--- src/rtl/ir_pkg.sv ---
// Shared types and constants for the IR number-entry path.
package ir_pkg;

    // Entry controller states.
    typedef enum logic [1:0] {
        ST_IDLE   = 2'd0,
        ST_ENTRY  = 2'd1,
        ST_COMMIT = 2'd2
    } entry_state_t;

    // Largest decimal digit code the decoder may deliver.
    localparam logic [3:0] DIGIT_MAX = 4'd9;

    // Minimum binary width able to hold any value of 'digits' decimal digits.
    function automatic int unsigned value_w_min(input int unsigned digits);
        longint unsigned p;
        p = 1;
        for (int unsigned i = 0; i < digits; i++) begin
            p = p * 10;
        end
        return $clog2(p);
    endfunction

endpackage

--- src/rtl/entry_timer.sv ---
// Loadable down-counter used as the inter-digit timeout; saturates at zero.
module entry_timer #(
    parameter int unsigned TIMEOUT_CYCLES = 100_000_000
) (
    input  logic clk,
    input  logic rst,
    input  logic load,
    input  logic en,
    output logic expired
);
    localparam int unsigned TW = (TIMEOUT_CYCLES > 1) ? $clog2(TIMEOUT_CYCLES) : 1;
    localparam logic [TW-1:0] RELOAD = TW'(TIMEOUT_CYCLES - 1);

    logic [TW-1:0] cnt_q, cnt_d;

    // Load takes precedence over counting; hold at zero once expired.
    always_comb begin
        cnt_d = cnt_q;
        if (load) begin
            cnt_d = RELOAD;
        end else if (en && (cnt_q != '0)) begin
            cnt_d = cnt_q - 1'b1;
        end
    end

    // Counter register.
    always_ff @(posedge clk or posedge rst) begin
        if (rst) begin
            cnt_q <= '0;
        end else begin
            cnt_q <= cnt_d;
        end
    end

    assign expired = (cnt_q == '0);

endmodule

--- src/rtl/ir_number_entry.sv ---
// Multi-digit decimal entry from IR digit strobes: BCD image, binary value,
// commit on digit limit or timeout, abort on decoder error, valid/ready output.
module ir_number_entry
    import ir_pkg::*;
#(
    parameter int unsigned MAX_DIGITS     = 4,
    parameter int unsigned VALUE_W        = 14,
    parameter int unsigned TIMEOUT_CYCLES = 100_000_000,
    localparam int unsigned BCD_W = 4 * MAX_DIGITS,
    localparam int unsigned CNT_W = $clog2(MAX_DIGITS + 1)
) (
    input  logic               clk,
    input  logic               rst,
    input  logic               numberPressed,
    input  logic [3:0]         numberPressedData,
    input  logic               err,
    output logic [VALUE_W-1:0] value,
    output logic               valueValid,
    input  logic               valueReady,
    output logic [BCD_W-1:0]   bcd,
    output logic [CNT_W-1:0]   digitCount,
    output logic               entryActive,
    output logic               dropped
);

    // Refuse to build with a value register too narrow for the digit limit.
    if (VALUE_W < value_w_min(MAX_DIGITS)) begin : g_value_w_too_small
        $error("ir_number_entry: VALUE_W too small for MAX_DIGITS");
    end

    entry_state_t       state_q, state_d;
    logic [VALUE_W-1:0] acc_q, acc_d;
    logic [VALUE_W-1:0] value_q, value_d;
    logic [BCD_W-1:0]   bcd_q, bcd_d;
    logic [CNT_W-1:0]   cnt_q, cnt_d;
    logic               dropped_q, dropped_d;

    logic               tmr_load, tmr_en, tmr_expired;
    logic               press_ok;
    logic [VALUE_W+3:0] acc_wide;
    logic [VALUE_W-1:0] acc_next;
    logic [CNT_W-1:0]   cnt_inc;
    logic               unused_acc_ovf;

    entry_timer #(
        .TIMEOUT_CYCLES (TIMEOUT_CYCLES)
    ) u_timer (
        .clk     (clk),
        .rst     (rst),
        .load    (tmr_load),
        .en      (tmr_en),
        .expired (tmr_expired)
    );

    // Digit codes 10-15 are not presses at all.
    assign press_ok = numberPressed && (numberPressedData <= DIGIT_MAX);

    // acc*10 + d as two shifts, with headroom; overflow bits are discarded.
    assign acc_wide = ({4'b0, acc_q} << 3) + ({4'b0, acc_q} << 1)
                    + (VALUE_W+4)'(numberPressedData);
    assign acc_next       = acc_wide[VALUE_W-1:0];
    assign unused_acc_ovf = ^acc_wide[VALUE_W+3:VALUE_W];
    assign cnt_inc        = cnt_q + 1'b1;

    // Next-state and datapath: err > press > timeout; COMMIT freezes the entry.
    always_comb begin
        state_d   = state_q;
        acc_d     = acc_q;
        value_d   = value_q;
        bcd_d     = bcd_q;
        cnt_d     = cnt_q;
        dropped_d = 1'b0;
        tmr_load  = 1'b0;
        tmr_en    = 1'b0;

        case (state_q)
            ST_IDLE, ST_ENTRY: begin
                if ((state_q == ST_ENTRY) && err) begin
                    state_d   = ST_IDLE;
                    acc_d     = '0;
                    bcd_d     = '0;
                    cnt_d     = '0;
                    dropped_d = press_ok;
                end else if (press_ok) begin
                    acc_d    = acc_next;
                    bcd_d    = (bcd_q << 4) | BCD_W'(numberPressedData);
                    cnt_d    = cnt_inc;
                    tmr_load = 1'b1;
                    if (cnt_inc == CNT_W'(MAX_DIGITS)) begin
                        state_d = ST_COMMIT;
                        value_d = acc_next;
                    end else begin
                        state_d = ST_ENTRY;
                    end
                end else if (state_q == ST_ENTRY) begin
                    if (tmr_expired) begin
                        state_d = ST_COMMIT;
                        value_d = acc_q;
                    end else begin
                        tmr_en = 1'b1;
                    end
                end
            end
            ST_COMMIT: begin
                dropped_d = press_ok;
                if (valueReady) begin
                    state_d = ST_IDLE;
                    acc_d   = '0;
                    bcd_d   = '0;
                    cnt_d   = '0;
                end
            end
            default: begin
                state_d = ST_IDLE;
                acc_d   = '0;
                bcd_d   = '0;
                cnt_d   = '0;
            end
        endcase
    end

    // State and entry registers; reset discards any pending value.
    always_ff @(posedge clk or posedge rst) begin
        if (rst) begin
            state_q   <= ST_IDLE;
            acc_q     <= '0;
            value_q   <= '0;
            bcd_q     <= '0;
            cnt_q     <= '0;
            dropped_q <= 1'b0;
        end else begin
            state_q   <= state_d;
            acc_q     <= acc_d;
            value_q   <= value_d;
            bcd_q     <= bcd_d;
            cnt_q     <= cnt_d;
            dropped_q <= dropped_d;
        end
    end

    assign value       = value_q;
    assign valueValid  = (state_q == ST_COMMIT);
    assign bcd         = bcd_q;
    assign digitCount  = cnt_q;
    assign entryActive = (state_q == ST_ENTRY);
    assign dropped     = dropped_q;

endmodule

--- config.mk ---
export PLATFORM = sky130hd
export DESIGN_NAME = ir_number_entry
export DESIGN_NICKNAME = d
export VERILOG_FILES = /design/src/rtl/ir_pkg.sv /design/src/rtl/entry_timer.sv /design/src/rtl/ir_number_entry.sv
export SDC_FILE = /design/constraint.sdc
export NUM_CORES = 1
export LEC_CHECK = 0
export CAP_MARGIN = 20
export CORE_UTILIZATION = 46
export CTS_CLUSTER_SIZE = 28
export DETAILED_ROUTE_END_ITERATION = 7
export PLACE_DENSITY = 0.73
export SYNTH_ARGS = -nofsm -noshare
export SYNTH_HDL_FRONTEND = slang
export SYNTH_HIERARCHICAL = 1
export SYNTH_SLANG_ARGS = --single-unit
--- constraint.sdc ---
create_clock -name clk -period 3.6 [get_ports clk]
set_input_delay 0.72 -clock clk [delete_from_list [all_inputs] [get_ports clk]]
set_output_delay 0.72 -clock clk [all_outputs]
set_load 0.005 [all_outputs]
# Word level (Yosys, flattened, before mapping)
# Index checks and enable logic that the tools add are counted.
totals:
  ff_bits: 77
  input_bits: 9
  output_inout_bits: 36
classes:
  addsub: 4
  order_cmp: 1
  n_eq_ne: 8
  n_mux: 35
  n_bitwise: 2
  n_reduce_logical: 13
op_table:
  columns: ["operator", "count"]
  rows:
  - ["two-way mux 14 bit", 7]
  - ["two-way mux 27 bit", 2]
  - ["two-way mux 16 bit", 3]
  - ["one-hot mux 16 bit (2 select lines)", 1]
  - ["one-hot mux 14 bit (2 select lines)", 1]
  - ["logical NOT 27 bit", 1]
  - ["nonzero test 27 bit", 1]
  - ["subtractor 27 x 1 -> 27 bit, second input constant", 1]
  - ["OR 16 x 4 -> 16 bit", 1]
  - ["adder 14 bit", 1]
  - ["adder 14 x 4 -> 14 bit", 1]
  - ["two-way mux 2 bit", 6]
  - ["two-way mux 1 bit", 9]
  - ["two-way mux 3 bit", 3]
  - ["!= test 4 bit, second input constant", 2]
  - ["one-hot mux 3 bit (2 select lines)", 1]
  - ["nonzero test 2 bit", 3]
  - ["AND reduction 5 bit", 1]
  - ["less-or-equal comparator 4 bit, second input constant", 1]
  - ["!= test 2 x 1 -> 1 bit, second input constant", 2]
  - ["one-hot mux 2 bit (2 select lines)", 1]
  - ["adder 3 x 1 -> 3 bit, second input constant", 1]
  - ["equality test 3 bit, second input constant", 1]
  - ["logical AND 1 bit", 3]
  - ["9 further kinds", 9]

# Longest topological paths before layout
depth:
  depth_word: 9
  ltp_mapped: 14

# Hierarchy
# Netlist, hierarchy kept.
by_module_without_submodules:
  columns: ["module", "instances", "cells_per_inst", "area_each_um2"]
  rows:
  - ["ir_number_entry", 1, 281, 2801.4]
  - ["entry_timer", 1, 159, 1540.2]

# Least setup slack after synthesis
# Ideal clock, no wire load.
synth_path:
  path_kind: "input to register"
  from: "input numberPressedData[1]"
  to: "register u_timer.cnt_q[17]"
  setup_time_ps: 78
  t_arrival_ps: 3092
  required_ps: 3522
  path_slack_ps: 430
  path_stages: 12
  n_path_buf: 3
  path_cell_list: "o21ai_1 > and2_1 > clkbuf_1 > o21ai_1 > clkbuf_1 > and3_1 > nand2b_1 > nor2_1 > o311ai_4 > buf_6 > or3_1 > a21oi_1"
synth_between:
  elab_chain_cells: 7
  elab_cells_between_ends: 11
synth_rtl:
  columns: ["element", "line_no", "rtl"]
  rows:
  - ["start: declaration", "ir_number_entry.sv:15", "input logic [3:0] numberPressedData,"]
  - ["less-or-equal comparator 4 bit", "ir_number_entry.sv:56", "assign press_ok = numberPressed && (numberPressedData <= DIGIT_MAX);"]
  - ["logical AND 1 bit", "ir_number_entry.sv:56", null]
  - ["two-way mux 1 bit", "ir_number_entry.sv:84", "end else if (press_ok) begin"]
  - ["two-way mux 1 bit", "ir_number_entry.sv:78", "if ((state_q == ST_ENTRY) && err) begin"]
  - ["two-way mux 1 bit", "ir_number_entry.sv:76", "case (state_q)"]
  - ["named net tmr_en", "ir_number_entry.sv:38", "logic tmr_load, tmr_en, tmr_expired;"]
  - ["logical AND 1 bit", "entry_timer.sv:21", "end else if (en && (cnt_q != '0)) begin"]
  - ["nonzero test 2 bit (no source line)", null, null]
  - ["end signal: assignment", "entry_timer.sv:31", "cnt_q <= cnt_d;"]
  - ["end: declaration", "entry_timer.sv:14", "logic [TW-1:0] cnt_q, cnt_d;"]
# The timed path passes the listed nets, and every way through them passes these cells.
# A chain may end at the register's enable or synchronous reset.

# Worst setup path in the final report
layout_path:
  from: "register u_timer.cnt_q[0]"
  to: "register u_timer.cnt_q[20]"
layout_between:
  elab_chain_cells: 8
  elab_cells_between_ends: 12
layout_rtl:
  columns: ["element", "line_no", "rtl"]
  rows:
  - ["logical NOT 27 bit", "entry_timer.sv:35", "assign expired = (cnt_q == '0);"]
  - ["named net tmr_expired", "ir_number_entry.sv:38", null]
  - ["two-way mux 1 bit", "ir_number_entry.sv:96", "if (tmr_expired) begin"]
  - ["two-way mux 1 bit", "ir_number_entry.sv:95", "end else if (state_q == ST_ENTRY) begin"]
  - ["two-way mux 1 bit", "ir_number_entry.sv:84", null]
  - ["two-way mux 1 bit", "ir_number_entry.sv:78", null]
  - ["two-way mux 1 bit", "ir_number_entry.sv:76", null]
  - ["named net tmr_en", "ir_number_entry.sv:38", null]
  - ["logical AND 1 bit", "entry_timer.sv:21", null]
  - ["nonzero test 2 bit (no source line)", null, null]
# The timed path passes the listed nets, and every way through them passes these cells. The select of a mux whose other input is x is not followed.

==> reports/metrics.cfg <==
[clock_network]
cts_buffers = 9
cts.sinks = 76
root_buffer = clkbuf_8
clk_pin_slew_ps = 70
post_cts_resize_count = 0
clk_latency_ps = 360
cts_tree = yes
cts.path.max_buffers = 2
hold_buffers = 0
post_cts_buffers = 0
htree_levels = 3

[synthesis]
synth_enable_flop_cells = 0
synth-seq-area-share_pct = 43.8
syn_nets = 476
avgSynthCellArea_sq_um = 9.87
yosys.area.top_type = dfrtp_1
ys.flop_type = dfrtp_1
synthCells = 440
yosys_warnings = 6
synth-seq-cells = 76
async_reset_ff_share_pct = 100
synth.area.top_cells = dfrtp_1 (44%), ha_1 (7.2%), a22o_1 (3.8%)
synthesis.area_sq_mm = 0.00434
ys_types = 62
yosysTopAreaCellShare_pct = 43.8

[timing]
drv_slew = 0
setup_viol = 0
rsz0062_at_grt = no
tightest_slew_ps = 669
hold_violations = 0
finalCriticalPeriod_ps = 3300
max_freq_ghz = 0.303
fin_setup_tns_ps = 0
period_share_pct = 91.8
max_slew_margin_pct = 55.2
fin_skew_ps = 8.22

[setup_path]
slowest_delay_ps = 490
start_kind = register
r2r_slack_ps = 300
cp_cell_sequence = inv_1, ha_1, or4b_1, or4_4, nor3_1, nand2_1, and3_1, nand2b_1, nor2_1, buf_4, nand2b_4, nor4_1, mux2i_1
arrival_ps = 3530
crit_fanout = 8
crit_slowest_cell = or4b_1
worst_setup_path_end_kind = register
startpoint = u_timer/cnt_q[0]$_DFFE_PP0P_
reg2reg_from = u_timer/cnt_q[0]$_DFFE_PP0P_
required_ps = 3830
crit_type = register to register

[placement]
dpl_cell_area_sq_mm = 0.00494
routabilityCongestion = 0.828
post-place-cells = 587
io_buffers = 44
dpl.hpwl_microns = 7140

[global_routing]
overflow = 0
first_global_vias = 3440
antenna_found_initial = 0
grt_max_degree = 50
grt_pass1_wl_microns = 16900
grt_use_total_pct = 21.8

[status]
status = completed

[floorplan]
rows = 35
dieHeight_microns = 99.2
die-area_sq_mm = 0.00983
start_util_pct = 47.2
ioPinCount = 45
core_area_sq_mm = 0.00920
die_w_microns = 99.2

[finish]
final_cell_mix = dfrtp_1 (76), clkdlybuf4s50_1 (44), nand2_1 (43), ha_1 (25), nor2_1 (20)
antenna_cells = 0
final_common_cell = dfrtp_1
final_cells = 605
drive_above_1_share_pct = 9.31
final_area_sq_mm = 0.00524
nets = 525
fillers = 797
area_growth_pct = 20.6

[routing]
antenna_left = 0
drt_first_pass_iters = 5
drc = 0
top_layer_used = met4
routed_wl_microns = 10100
viasPerCell = 5.95
vias = 3601
drt-met1-wl_microns = 4420
drt-initial-drc-count = 234
met3_length_microns = 448
dr_wl_met2_microns = 5120
detail_route.wl_per_cell_microns = 16.7

[job]
maxCapViolCount = 0

[power]
peakVddDrop_v = 0.000460
power_leakage_nw = 2.20
p_per_area_mw_per_mm2 = 624

[worst_hold_path]
hold_path_startpoint = acc_q[13]$_DFFE_PP0P_
hp-class = register to register

[sequential cells by signal (all words and copies together) (netlist names)]
register       flops
state_q            2
dropped            1
u_timer/cnt_q     27
bcd               15
digitCount         3
value             14
acc_q             14
[kinds of logic after synthesis]
logic type / count (synthesis) / synth area share, %
adder cells (fa/ha/maj): 27 / 8.13
AND/OR/NAND/NOR: 157 / 19.8
XOR/XNOR: 11 / 2.56
AO/OA/AOI/OAI: 129 / 21.2
flip-flops: 76 / 43.8
multiplexers: 4 / 0.980
buffers and inverters: 36 / 3.54
[report_power, final]
part / switching [mW] / internal [mW]
clock network: 0.322 / 0.479
logic: 0.660 / 0.624
registers: 0.157 / 1.02
[worst paths after layout]
kind,to,depth (start not counted)
max,u_timer/cnt_q[20]$_DFFE_PP0P_,13
min in group asynchronous,bcd[12]$_DFFE_PP0P_,2
min,acc_q[13]$_DFFE_PP0P_,2
min reg2reg,acc_q[13]$_DFFE_PP0P_,2
max reg2reg,u_timer/cnt_q[20]$_DFFE_PP0P_,13
max in group asynchronous,value[12]$_DFFE_PP0P_,3
[per-layer routing]
layer  GRT usage [%]  vias up
met2            36.7       77
met5               0        -
met4            6.22        0
met1            28.8     1757
met3            4.50        8
li1                -     1759
[synthesized netlist by cell type (all sizes together), types with 3 or more instances]
cell type,number
inv,15
o311ai,3
dfrtp,76
nor2,20
o21a,7
o31ai,13
nor2b,4
a21o,6
buf,6
o211ai,11
and3,3
a31oi,8
nand2,43
a32o,4
o31a,3
nand2b,4
or4,17
nor3,8
o21ai,32
a22o,19
xnor2,3
or3,12
clkbuf,14
a21oi,14
xor2,7
nand3,18
ha,25
nor4,10
or2,6
[worst max-delay path: cells and delay by family, from the launching register on]
family | cells | cell delay (ps)
buffers and inverters | 2 | 250
multiplexers | 1 | 150
AND/OR/NAND/NOR | 9 | 2200
adder cells (fa/ha/maj) | 1 | 180
flip-flops | 1 | 400
[stage by stage]
step / setup WS (ps) / util (%) / power [mW] / hold WS [ps]
2_1_floorplan: 430 / - / 1.97 / 448
3_3_place_gp: 62.9 / 53.7 / 2.44 / 462
3_5_place_dp: 26.5 / 53.7 / 2.47 / 480
4_1_cts: 302 / 56.4 / 3.28 / 498
5_1_grt: 120 / 56.9 / 3.49 / 520
6_report: 295 / 56.9 / 3.27 / 496
[final cells by class]
| class | count | area, sq um | area share [%] |
|---|---|---|---|
| timing repair buffer | 58 | 591 | 11.3 |
| sequential | 76 | 1900 | 36.3 |
| clock buffer | 10 | 138 | 2.63 |
| multi-input combinational | 328 | 2300 | 43.8 |
| clock inverter | 6 | 111 | 2.13 |
| inverter | 16 | 60.1 | 1.15 |
| tap | 111 | 139 | 2.65 |
Note: power is estimated with default switching activity, not from simulation.
